`src/rtl/sid_audio_pkg.sv`:
```
// Shared constants for the SID audio output path: I2S frame geometry and
// decimator accumulator sizing.
package sid_audio_pkg;
    localparam int SAMPLE_BITS = 16;
    localparam int SLOT_BITS   = 32;
    localparam int FRAME_BITS  = 64;

    function automatic int acc_width(input int decim_log2);
        return SAMPLE_BITS + decim_log2;
    endfunction
endpackage

```
`src/rtl/sid_audio_decim.sv`:
```
// Boxcar accumulate-and-dump decimator for the SID sample stream.
module sid_audio_decim
    import sid_audio_pkg::*;
#(
    parameter int DECIM_LOG2 = 4
) (
    input  logic                   clk,
    input  logic                   rst,
    input  logic                   ph1_en,
    input  logic [SAMPLE_BITS-1:0] wave,
    input  logic                   busy,
    output logic                   dump,
    output logic [SAMPLE_BITS-1:0] sample,
    output logic                   sample_valid,
    output logic                   overrun
);
    localparam int AW = acc_width(DECIM_LOG2);

    logic signed [AW-1:0] acc;
    logic signed [AW-1:0] sum;
    logic [DECIM_LOG2-1:0] cnt;

    assign sum  = acc + {{DECIM_LOG2{wave[SAMPLE_BITS-1]}}, wave};
    assign dump = ph1_en && (cnt == '1);

    // Taking the top SAMPLE_BITS of the sum is the floor-rounded >>> DECIM_LOG2.
    always_ff @(posedge clk) begin
        if (rst) begin
            acc          <= '0;
            cnt          <= '0;
            sample       <= '0;
            sample_valid <= 1'b0;
            overrun      <= 1'b0;
        end else begin
            sample_valid <= 1'b0;
            overrun      <= 1'b0;
            if (ph1_en) begin
                if (dump) begin
                    acc          <= '0;
                    cnt          <= '0;
                    sample       <= sum[AW-1 -: SAMPLE_BITS];
                    sample_valid <= 1'b1;
                    overrun      <= busy;
                end else begin
                    acc <= sum;
                    cnt <= cnt + 1'b1;
                end
            end
        end
    end
endmodule

```
`src/rtl/sid_audio_out.sv`:
```
// SID audio output: decimates the mixed voice sample and serialises it as a
// mono-on-both-channels I2S frame with a locally divided bit clock.
module sid_audio_out
    import sid_audio_pkg::*;
#(
    parameter int DECIM_LOG2    = 4,
    parameter int BCLK_HALF_DIV = 8
) (
    input  logic                   clk,
    input  logic                   rst,
    input  logic                   clk_1mhz_ph1_en,
    input  logic [SAMPLE_BITS-1:0] i_wave,
    output logic [SAMPLE_BITS-1:0] o_sample,
    output logic                   o_sample_valid,
    output logic                   o_overrun,
    output logic                   o_underrun,
    output logic                   o_i2s_bclk,
    output logic                   o_i2s_lrclk,
    output logic                   o_i2s_sd
);
    localparam int DW = (BCLK_HALF_DIV > 2) ? $clog2(BCLK_HALF_DIV) : 1;
    localparam int BW = $clog2(FRAME_BITS);
    localparam int PW = $clog2(SLOT_BITS);

    logic [DW-1:0]          div;
    logic [BW-1:0]          bidx;
    logic [BW-1:0]          b_nxt;
    logic [PW-1:0]          p;
    logic [PW-1:0]          sel;
    logic [SAMPLE_BITS-1:0] word;
    logic                   pending;
    logic                   dump;
    logic                   fall;
    logic                   load;

    assign fall  = (div == DW'(BCLK_HALF_DIV - 1)) && o_i2s_bclk;
    assign b_nxt = bidx + 1'b1;
    assign load  = fall && (bidx == '1);
    assign p     = b_nxt[PW-1:0];
    assign sel   = PW'(SAMPLE_BITS) - p;

    // A load in the same cycle as a dump consumes the old sample, so the
    // dump does not count as an overwrite.
    sid_audio_decim #(.DECIM_LOG2(DECIM_LOG2)) u_decim (
        .clk          (clk),
        .rst          (rst),
        .ph1_en       (clk_1mhz_ph1_en),
        .wave         (i_wave),
        .busy         (pending && !load),
        .dump         (dump),
        .sample       (o_sample),
        .sample_valid (o_sample_valid),
        .overrun      (o_overrun)
    );

    always_ff @(posedge clk) begin
        if (rst) begin
            div         <= '0;
            bidx        <= '1;
            word        <= '0;
            pending     <= 1'b0;
            o_underrun  <= 1'b0;
            o_i2s_bclk  <= 1'b0;
            o_i2s_lrclk <= 1'b1;
            o_i2s_sd    <= 1'b0;
        end else begin
            if (div == DW'(BCLK_HALF_DIV - 1)) begin
                div        <= '0;
                o_i2s_bclk <= ~o_i2s_bclk;
            end else begin
                div <= div + 1'b1;
            end

            // Slot bit p carries word bit 16-p: one-BCLK MSB delay, zero padded.
            if (fall) begin
                bidx        <= b_nxt;
                o_i2s_lrclk <= b_nxt[BW-1];
                o_i2s_sd    <= (p >= PW'(1) && p <= PW'(SAMPLE_BITS)) ? word[sel[3:0]] : 1'b0;
            end

            if (load && pending)
                word <= o_sample;
            o_underrun <= load && !pending;

            if (dump)
                pending <= 1'b1;
            else if (load)
                pending <= 1'b0;
        end
    end
endmodule

```
`config.mk`:
```
export PLATFORM = sky130hd
export DESIGN_NAME = sid_audio_out
export DESIGN_NICKNAME = d
export VERILOG_FILES = /design/src/rtl/sid_audio_pkg.sv /design/src/rtl/sid_audio_decim.sv /design/src/rtl/sid_audio_out.sv
export SDC_FILE = /design/constraint.sdc
export NUM_CORES = 1
export LEC_CHECK = 0
export ABC_AREA = 1
export CAP_MARGIN = 20
export CORE_MARGIN = 5
export CORE_UTILIZATION = 35
export CTS_CLUSTER_DIAMETER = 100
export DETAILED_ROUTE_END_ITERATION = 16
export GPL_TIMING_DRIVEN = 0
export HOLD_SLACK_MARGIN = 0.12
export SLEW_MARGIN = 5
export SYNTH_ARGS = -nofsm -noshare
export SYNTH_HDL_FRONTEND = slang
export SYNTH_SLANG_ARGS = --single-unit
```
`constraint.sdc`:
```
create_clock -name clk -period 2.45 [get_ports clk]
set_input_delay 0.49 -clock clk [delete_from_list [all_inputs] [get_ports clk]]
set_output_delay 0.49 -clock clk [all_outputs]
set_load 0.05 [all_outputs]
```
# Yosys cells after proc, flatten, opt, wreduce, memory -nomap -nowiden

Index checks and enable logic that the tools add are counted.
W data, S select, Z words.

Register bits after elaboration: 72
Input bits: 19
Output and inout bits: 22
Word-level logic and storage cells: 49

Add/sub/neg operators: 5
Magnitude comparators: 3
Equality and inequality tests: 3
Mux-type cells: 8
Bitwise operators: 3
Reductions and logical operators: 14

Operators by type and width:

| kind                  | number |
|---|---|
| $add A20 B20 Y20      | 1 |
| $mux W20              | 1 |
| $logic_and A1 B1 Y1   | 7 |
| $add A6 B1 Y6 const B | 1 |
| $eq A6 B6 Y1 const B  | 1 |
| $ge A5 B1 Y1 const B  | 1 |
| $le A5 B5 Y1 const B  | 1 |
| $lt A4 B5 Y1 const B  | 1 |
| $mux W1               | 5 |
| $add A4 B1 Y4 const B | 1 |
| $bmux W1 S4           | 1 |
| $eq A4 B4 Y1 const B  | 1 |
| $mux W4               | 1 |
| $reduce_or A2 Y1      | 2 |
| $sub A1 B4 Y4 const A | 1 |
| $add A3 B1 Y3 const B | 1 |
| $eq A3 B3 Y1 const B  | 1 |
| $not A1 Y1            | 3 |
| $reduce_or A3 Y1      | 1 |
| $logic_not A1 Y1      | 2 |
| $reduce_and A2 Y1     | 1 |
| $reduce_bool A2 Y1    | 1 |

# Logic depth before layout (Yosys ltp)

Gate-level depths: netlist (run 1).

Depth after elaboration: 5
Depth in mapped cells: 13
Depth with buffers taken out: 13

# By module

From an unflattened synthesis (run 1), not the netlist that was laid out.

Cell total of the unflattened synthesis: 601
Area total of the unflattened synthesis: 3995.1 µm²

By module, submodules not included:

| module          | times used | cells an instance | area an instance (µm²) | seq. area each (µm²) |
|---|---|---|---|---|
| sid_audio_decim | 1          | 390               | 2592.5                 | 840.8 |
| sid_audio_out   | 1          | 211               | 1402.6                 | 580.6 |

# Worst setup path after synthesis (run 1)

OpenSTA, ideal clock, no wires.

Kind: input -> register
From: in i_wave[0]
To: reg u_decim.acc[12]
Setup time: 0.132 ns
Data arrival time: 1.775 ns
Data required time: 2.318 ns
Path slack: 0.542 ns
Stages: 13
Path buffers: 0
Cells stage by stage: ha_1 inv_1 fa_1 inv_1 nand3_1 nand3_1 nand2_1 nand2_1 nand2_1 nand2_1 nand2_1 nand3_1 a21oi_1

Longest elaborated chain between the ends: 2

RTL lines:

| what                 | RTL line              | source |
|---|---|---|
| start, declared      | sid_audio_out.sv:12   | `input logic [SAMPLE_BITS-1:0] i_wave,` |
| $add A20 B20 Y20     | sid_audio_decim.sv:23 | `assign sum = acc + {{DECIM_LOG2{wave[SAMPLE_BITS-1]}}, wave};` |
| $mux W20             | sid_audio_decim.sv:38 | `if (dump) begin` |
| end signal, assigned | sid_audio_decim.sv:45 | `acc <= sum;` |
| end, declared        | sid_audio_decim.sv:19 | `logic signed [AW-1:0] acc;` |

No other way between the ends.
A chain may end at the register's enable or synchronous reset.

# Worst setup path after layout (run 1)

From: in i_wave[0]
To: reg u_decim.acc[8]

The elaborated chain is that of the path after synthesis.

==> flow_metrics.env, run 1 <==
export IMPL_status="completed"
export IMPL_die_width_um=115
export IMPL_proportion_of_layout_cells_with_a_drive_suffix_above_1=0.0616
export IMPL_max_freq_mhz=432
export IMPL_post_synth_fa_ha_maj_area_fraction=0.0827
export IMPL_timing_final_ws_setup_ns=0.136
export IMPL_p_per_area_nw_per_um2=610
export IMPL_detailed_place_area_um2=4450
export IMPL_worst_setup_path_start_kind="input pin"
export IMPL_mostFrequentLayoutCells="sky130_fd_sc_hd__nand2_1 (159), sky130_fd_sc_hd__dfxtp_1 (71), sky130_fd_sc_hd__inv_1 (67)"
export IMPL_synth_largest_area_cell="sky130_fd_sc_hd__dfxtp_1"
export IMPL_global_placer_s_final_weighted_congestion=0.882
export IMPL_worst_setup_path_end_kind="register"
export IMPL_count_of_antenna_diodes_in_the_layout=0
export IMPL_yosysSeqAreaShare=0.367
export IMPL_grt_setup_unrepaired="false"
export IMPL_synth_seq_cells=71
export IMPL_rrSetupSlack_ns=0.41
export IMPL_via_count_of_the_first_global_routing_pass=3637
export IMPL_max_cap_violations=0
export IMPL_path_clk_slew_ns=0.08
export IMPL_layout_commonest_cell="sky130_fd_sc_hd__nand2_1"
export IMPL_min_period_over_period=0.944
export IMPL_syn_nets=605
export IMPL_place_worst_setup_slack_ns=-0.272
export IMPL_crit_arrival_ns=2.60
export IMPL_synth_top_area_frac=0.367
export IMPL_synthSimpleGateAreaFrac=0.313
export IMPL_drcViolationCount=0
export IMPL_worst_skew_pair_late_latency_ns=0.35
export IMPL_design_area_um2=4650
export IMPL_drv_slew=0
export IMPL_area_growth_syn_to_layout_pct=20.0
export IMPL_final_net_count=656
export IMPL_grt_usage=0.157
export IMPL_design_portCount=41
export IMPL_totalWireLength_um=9760
export IMPL_synth_top_family_by_area="simple AND/OR/NAND/NOR gates"
export IMPL_muxShareOfSynthArea=0
export IMPL_detailedRoute_firstPassIterationCount=4
export IMPL_die_area_um2=13300
export IMPL_timing_worst_slew_pin_value_ns=0.650
export IMPL_cts_root_buf="sky130_fd_sc_hd__clkbuf_8"
export IMPL_place_port_buffers=40
export IMPL_slew_limit_headroom=0.567
export IMPL_ctsHtreeMaxLevel=3
export IMPL_syn_inst=561
export IMPL_synthesis_area_per_instance_um2=6.91
export IMPL_synth_xor_xnor_area_share=0.0271
export IMPL_synth_edf_count=0
export IMPL_die_h_um=115
export IMPL_mappedNetlistArea_um2=3870
export IMPL_setup_violations=0
export IMPL_postCtsHoldBufs=0
export IMPL_overflow=0
export IMPL_detail_route_wl_per_cell_um=12.9
export IMPL_detailedPlacementHpwl_um=7660
export IMPL_synth_top_cells_by_area="sky130_fd_sc_hd__dfxtp_1 (37%), sky130_fd_sc_hd__nand2_1 (15%), sky130_fd_sc_hd__ha_1 (7.7%), sky130_fd_sc_hd__a21oi_1 (6.7%), sky130_fd_sc_hd__inv_1 (6.5%)"
export IMPL_grt_start_max_net_pins=14
export IMPL_clock_sink_count=71
export IMPL_synth_async_sr_flop_share=0
export IMPL_layout_min_cycle_time_ns=2.31
export IMPL_synth_flop_type="sky130_fd_sc_hd__dfxtp_1"
export IMPL_via_count=3638
export IMPL_cellLeakagePower_nw=2.14
export IMPL_viasPerCell=4.81
export IMPL_timing_critical_path_required_ns=2.73
export IMPL_cts_tree="yes"
export IMPL_numCtsBuffers=9
export IMPL_first_iter_violations=127
export IMPL_final_hold_viol_count=0
export IMPL_post_synth_num_cell_types=37
export IMPL_postLayoutCoreUtil=0.429
export IMPL_route_antenna_remaining_nets=0
export IMPL_core_region_area_um2=10800
export IMPL_count_of_buffers_added_by_post_cts_timing_repair_for_setup=0
export IMPL_criticalPathCategory="input pin to register"
export IMPL_ir_worst_vdd_v=0.000378
export IMPL_holdCritPathClass="register to register"
export IMPL_initial_core_utilization=0.357
export IMPL_antenna_found_initial=0
export IMPL_synth_compound_area_share=0.128
export IMPL_clock_skew_ns=0.00770
export IMPL_cts_buffer_depth=2
export IMPL_grt_first_pass_wirelength_um=16500
export IMPL_synth_warnings=0
export IMPL_core_rowCount=38
export IMPL_path_max_fanout=3
-- Yosys cell counts (3+ instances only) --
library cell / number
sky130_fd_sc_hd__nor2_1: 38
sky130_fd_sc_hd__ha_1: 24
sky130_fd_sc_hd__nand3b_1: 6
sky130_fd_sc_hd__or2_2: 3
sky130_fd_sc_hd__xnor2_1: 5
sky130_fd_sc_hd__clkbuf_1: 6
sky130_fd_sc_hd__nor3_1: 6
sky130_fd_sc_hd__buf_2: 5
sky130_fd_sc_hd__and2_1: 3
sky130_fd_sc_hd__nand3_1: 50
sky130_fd_sc_hd__inv_2: 3
sky130_fd_sc_hd__a21oi_1: 52
sky130_fd_sc_hd__o2111ai_1: 4
sky130_fd_sc_hd__xor2_1: 7
sky130_fd_sc_hd__o21ai_0: 21
sky130_fd_sc_hd__dfxtp_1: 71
sky130_fd_sc_hd__inv_1: 67
sky130_fd_sc_hd__nand4_1: 3
sky130_fd_sc_hd__o22ai_1: 5
sky130_fd_sc_hd__nand2_1: 160
-- worst max-delay path, stage by stage --
cell and delay (ns):
sky130_fd_sc_hd__clkdlybuf4s50_1 0.47, sky130_fd_sc_hd__ha_1 0.21, sky130_fd_sc_hd__inv_1 0.07, sky130_fd_sc_hd__fa_1 0.41
sky130_fd_sc_hd__inv_1 0.12, sky130_fd_sc_hd__nand3_1 0.07, sky130_fd_sc_hd__nand3_1 0.11, sky130_fd_sc_hd__nand2_1 0.08
sky130_fd_sc_hd__nand2_2 0.11, sky130_fd_sc_hd__xor2_1 0.25, sky130_fd_sc_hd__nand2_1 0.09, sky130_fd_sc_hd__a21oi_1 0.12
-- cells by family (layout without fill, tap and decap cells) --
family / count (synthesis) / in the layout
AO/OA/AOI/OAI: 90 / 90
AND/OR/NAND/NOR: 280 / 280
XOR/XNOR: 12 / 12
buffers and inverters: 83 / 139
flip-flops: 71 / 71
adder cells (fa/ha/maj): 25 / 25
-- what timing repair did --
action                                 CTS  global route
setup endpoints to repair                0             4
endpoints found under the hold margin    0             0
gates resized for setup                  0             1
-- path summary, 6_finish.rpt --
| kind | from | to | cells after the start |
|---|---|---|---|
| worst max-delay path | i_wave[0] | u_decim.acc[8] | 12 |
| worst min-delay path | div[0] | div[0] | 1 |
| worst max register to register | u_decim.acc[0] | u_decim.acc[8] | 11 |
| worst min register to register | div[0] | div[0] | 1 |
-- per-stage QoR --
step / instances / TNS, ns / hold WS (ns) / power (W)
floorplan: 561 / 0 / 0.397 / 0.00174
detailed placement: 741 / -2.12 / 0.413 / 0.00191
CTS: 757 / 0 / 0.425 / 0.00286
finish: 757 / 0 / 0.423 / 0.00283
global placement: 741 / -1.61 / 0.405 / 0.00190
global route: 757 / 0 / 0.451 / 0.00301
-- metal layers --
| metal | GRT usage | wire [um] | vias to the layer above |
|---|---|---|---|
| li1 | - | - | 1933 |
| met1 | 0.183 | 4380 | 1640 |
| met2 | 0.285 | 4910 | 57 |
| met3 | 0.0421 | 360 | 8 |
| met4 | 0.0376 | 114 | 0 |
| met5 | 0 | 0 | - |
-- sequential cells by signal, indices dropped and copies added, names as in the netlist --
register              count
word                     16
o_i2s_bclk                1
u_decim.sample           16
u_decim.overrun           1
o_i2s_lrclk               1
o_i2s_sd                  1
o_underrun                1
u_decim.sample_valid      1
bidx                      5
pending                   1
div                       3
u_decim.acc              20
u_decim.cnt               4
-- final cells by class --
| type | instances | area (um^2) |
|---|---|---|
| multi-input combinational | 407 | 2130 |
| clock buffer | 9 | 124 |
| sequential | 71 | 1420 |
| timing repair buffer | 40 | 400 |
| clock inverter | 7 | 71.3 |
| inverter | 70 | 263 |
| fill | 1181 | 6190 |
| tap | 140 | 175 |
| buffer | 13 | 58.8 |
-- report_power, final --
part	switching (W)	internal (W)
Sequential	0.0000296	0.00120
Clock	0.000477	0.000472
Combinational	0.000400	0.000252
Note: power is estimated with default switching activity, not from simulation.
==> run 2, diff against run 1 <==
--- a/config.mk
+++ b/config.mk
@@ -11,7 +11,6 @@
 export CORE_UTILIZATION = 35
 export CTS_CLUSTER_DIAMETER = 100
 export DETAILED_ROUTE_END_ITERATION = 16
-export GPL_TIMING_DRIVEN = 0
 export HOLD_SLACK_MARGIN = 0.12
 export SLEW_MARGIN = 5
 export SYNTH_ARGS = -nofsm -noshare
==> flow_metrics.env, run 2 (synthesized netlist as in run 1, its figures left out) <==
export IMPL_count_of_buffers_added_by_post_cts_timing_repair_for_setup=0
export IMPL_grt_first_pass_wirelength_um=16700
export IMPL_die_area_um2=13300
export IMPL_clkPwrFrac=0.338
export IMPL_ff2ff_path_depth=9
export IMPL_worst_setup_path_end_kind="register"
export IMPL_setup_violations=0
export IMPL_timing_hold_ws_ns=0.430
export IMPL_global_placer_s_final_weighted_congestion=0.899
export IMPL_layout_commonest_cell="sky130_fd_sc_hd__nand2_1"
export IMPL_design_portCount=41
export IMPL_timing_worst_slew_pin_value_ns=0.977
export IMPL_grt_usage=0.157
export IMPL_min_period_over_period=0.884
export IMPL_r2r_start="bidx[0]"
export IMPL_path_clk_slew_ns=0.08
export IMPL_rrSetupSlack_ns=0.38
export IMPL_mostFrequentLayoutCells="sky130_fd_sc_hd__nand2_1 (160), sky130_fd_sc_hd__dfxtp_1 (71), sky130_fd_sc_hd__inv_1 (67)"
export IMPL_hold_path_cell_count=1
export IMPL_overflow=0
export IMPL_proportion_of_layout_cells_with_a_drive_suffix_above_1=0.0713
export IMPL_drv_slew=0
export IMPL_clock_sink_count=71
export IMPL_power_report_internal_total_w=0.00198
export IMPL_area_growth_syn_to_layout_pct=21.5
export IMPL_core_region_area_um2=10800
export IMPL_design_area_um2=4710
export IMPL_layout_min_cycle_time_ns=2.17
export IMPL_grt_start_max_net_pins=29
export IMPL_postCtsHoldBufs=0
export IMPL_die_h_um=115
export IMPL_final_fill_count=1148
export IMPL_grt_setup_unrepaired="false"
export IMPL_core_rowCount=38
export IMPL_initial_core_utilization=0.357
export IMPL_slew_limit_headroom=0.346
export IMPL_numCtsBuffers=9
export IMPL_worst_skew_pair_late_latency_ns=0.35
export IMPL_crit_arrival_ns=2.41
export IMPL_route_antenna_remaining_nets=0
export IMPL_worst_path_dominant_cell_family="simple AND/OR/NAND/NOR gates"
export IMPL_ir_worst_vdd_v=0.000318
export IMPL_fin_total_pwr_w=0.00287
export IMPL_worst_hold_startpoint="div[0]"
export IMPL_die_width_um=115
export IMPL_final_hold_viol_count=0
export IMPL_final_net_count=656
export IMPL_via_count=3628
export IMPL_cts_tree="yes"
export IMPL_comb_power_share=0.232
export IMPL_worst_setup_path_start_kind="input pin"
export IMPL_registers_top_by_ff_count="u_decim.acc"
export IMPL_antenna_found_initial=0
export IMPL_detail_route_wl_per_cell_um=12.7
export IMPL_holdPathEnd="div[0]"
export IMPL_via_count_of_the_first_global_routing_pass=3695
export IMPL_path_max_fanout=3
export IMPL_criticalPathCategory="input pin to register"
export IMPL_clock_skew_ns=0.00742
export IMPL_timing_critical_path_required_ns=2.69
export IMPL_cellLeakagePower_nw=2.18
export IMPL_detailedRoute_firstPassIterationCount=4
export IMPL_drcViolationCount=0
export IMPL_detailed_place_area_um2=4500
export IMPL_holdCritPathClass="register to register"
export IMPL_p_per_area_nw_per_um2=610
export IMPL_max_reg_flops=20
export IMPL_path_common_cell="sky130_fd_sc_hd__nand2_1"
export IMPL_place_port_buffers=40
export IMPL_critical_path_slowest_cell="sky130_fd_sc_hd__clkdlybuf4s50_1"
export IMPL_swShare=0.312
export IMPL_cts_buffer_depth=2
export IMPL_timing_critical_path_cells="clkdlybuf4s50_1 -> ha_1 -> inv_1 -> fa_1 -> inv_1 -> nand3_1 -> nand3_1 -> nand2_1 -> nand2_1 -> nand2_1 -> nand2_1 -> nand2_1 -> nand3_1 -> a21oi_1"
export IMPL_sum_of_buffers_and_inverters_on_the_critical_path=3
export IMPL_first_iter_violations=212
export IMPL_totalWireLength_um=9650
export IMPL_viasPerCell=4.79
export IMPL_status="completed"
export IMPL_cts_resized_gates=0
export IMPL_count_of_antenna_diodes_in_the_layout=0
export IMPL_pwr_share_seq=0.430
export IMPL_ctsHtreeMaxLevel=3
export IMPL_detailedPlacementHpwl_um=7690
export IMPL_biggestRegsByFlops="u_decim.acc x20, u_decim.sample x16, word x16"
export IMPL_max_cap_violations=0
export IMPL_netSwitchingPower_w=0.000896
export IMPL_max_freq_mhz=462
export IMPL_capturing_point_of_the_worst_reg2reg_path="o_i2s_sd"
export IMPL_cts_root_buf="sky130_fd_sc_hd__clkbuf_8"
export IMPL_max_stage_delay_ns=0.47
==> run 2: cell count changes in the layout (fill, tap and decap cells not counted) <==
| cell | before | now |
|---|---|---|
| sky130_fd_sc_hd__buf_4 | 1 | 12 |
| sky130_fd_sc_hd__nand2_1 | 159 | 160 |
| sky130_fd_sc_hd__buf_1 | 1 | 0 |
| sky130_fd_sc_hd__clkbuf_8 | 9 | 10 |
| sky130_fd_sc_hd__clkinvlp_4 | 0 | 1 |
| sky130_fd_sc_hd__clkbuf_1 | 6 | 0 |
| sky130_fd_sc_hd__clkinv_2 | 3 | 1 |
| sky130_fd_sc_hd__buf_12 | 0 | 1 |
| sky130_fd_sc_hd__nand2_2 | 3 | 2 |
| sky130_fd_sc_hd__buf_2 | 5 | 0 |
==> run 2: how the worst max path moves through the flow <==
stage                    from              end  slack [ns]  cells past startpoint
floorplan           i_wave[0]  u_decim.acc[12]        0.54                     13
global placement    i_wave[0]  u_decim.acc[16]       0.003                     14
detailed placement  i_wave[0]  u_decim.acc[12]       -0.07                     14
CTS                 i_wave[0]  u_decim.acc[12]        0.29                     13
global route        i_wave[0]   u_decim.acc[8]         0.1                     12
finish              i_wave[0]  u_decim.acc[12]        0.28                     14
==> run 2: power by group through the flow <==
stage	clock network (W)	logic [W]	registers, W
6_report	0.000972	0.000666	0.00123
5_1_grt	0.00106	0.000762	0.00124
4_1_cts	0.00100	0.000668	0.00123
3_5_place_dp	0	0.000664	0.00126
3_3_place_gp	0	0.000655	0.00126
2_1_floorplan	0	0.000491	0.00125
==> run 2: metrics by stage <==
step / util / worst slack [ns] / std cells / setup TNS (ns)
6_report: 0.434 / 0.285 / 757 / 0
5_1_grt: 0.434 / 0.0984 / 757 / 0
4_1_cts: 0.434 / 0.294 / 757 / 0
3_5_place_dp: 0.415 / -0.0726 / 741 / -0.340
3_3_place_gp: 0.415 / 0.00338 / 741 / 0
2_1_floorplan: - / 0.542 / 561 / 0
==> run 2: final cells by class <==
cell class	count	area (um^2)	share of cell area
Tap cell	140	175	0.0372
Timing Repair Buffer	53	510	0.108
Clock inverter	6	68.8	0.0146
Clock buffer	10	138	0.0292
Sequential cell	71	1420	0.302
Multi-Input combinational cell	407	2130	0.453
Inverter	70	263	0.0558
==> run 2: layer usage <==
layer | vias to the layer above | share of wire | global-route usage
met1 | 1639 | 0.45 | 0.188
met4 | 0 | 0.011 | 0.0391
met5 | - | 0 | 0
li1 | 1931 | - | -
met2 | 48 | 0.50 | 0.278
met3 | 10 | 0.033 | 0.0426
==> run 3, diff against run 2 <==
--- a/config.mk
+++ b/config.mk
@@ -11,7 +11,7 @@
 export CORE_UTILIZATION = 35
 export CTS_CLUSTER_DIAMETER = 100
 export DETAILED_ROUTE_END_ITERATION = 16
-export HOLD_SLACK_MARGIN = 0.12
+export HOLD_SLACK_MARGIN = 0.08
 export SLEW_MARGIN = 5
 export SYNTH_ARGS = -nofsm -noshare
 export SYNTH_HDL_FRONTEND = slang
==> results of run 3 <==
Same layout as run 2: the final DEF is identical, and so are final timing and power.
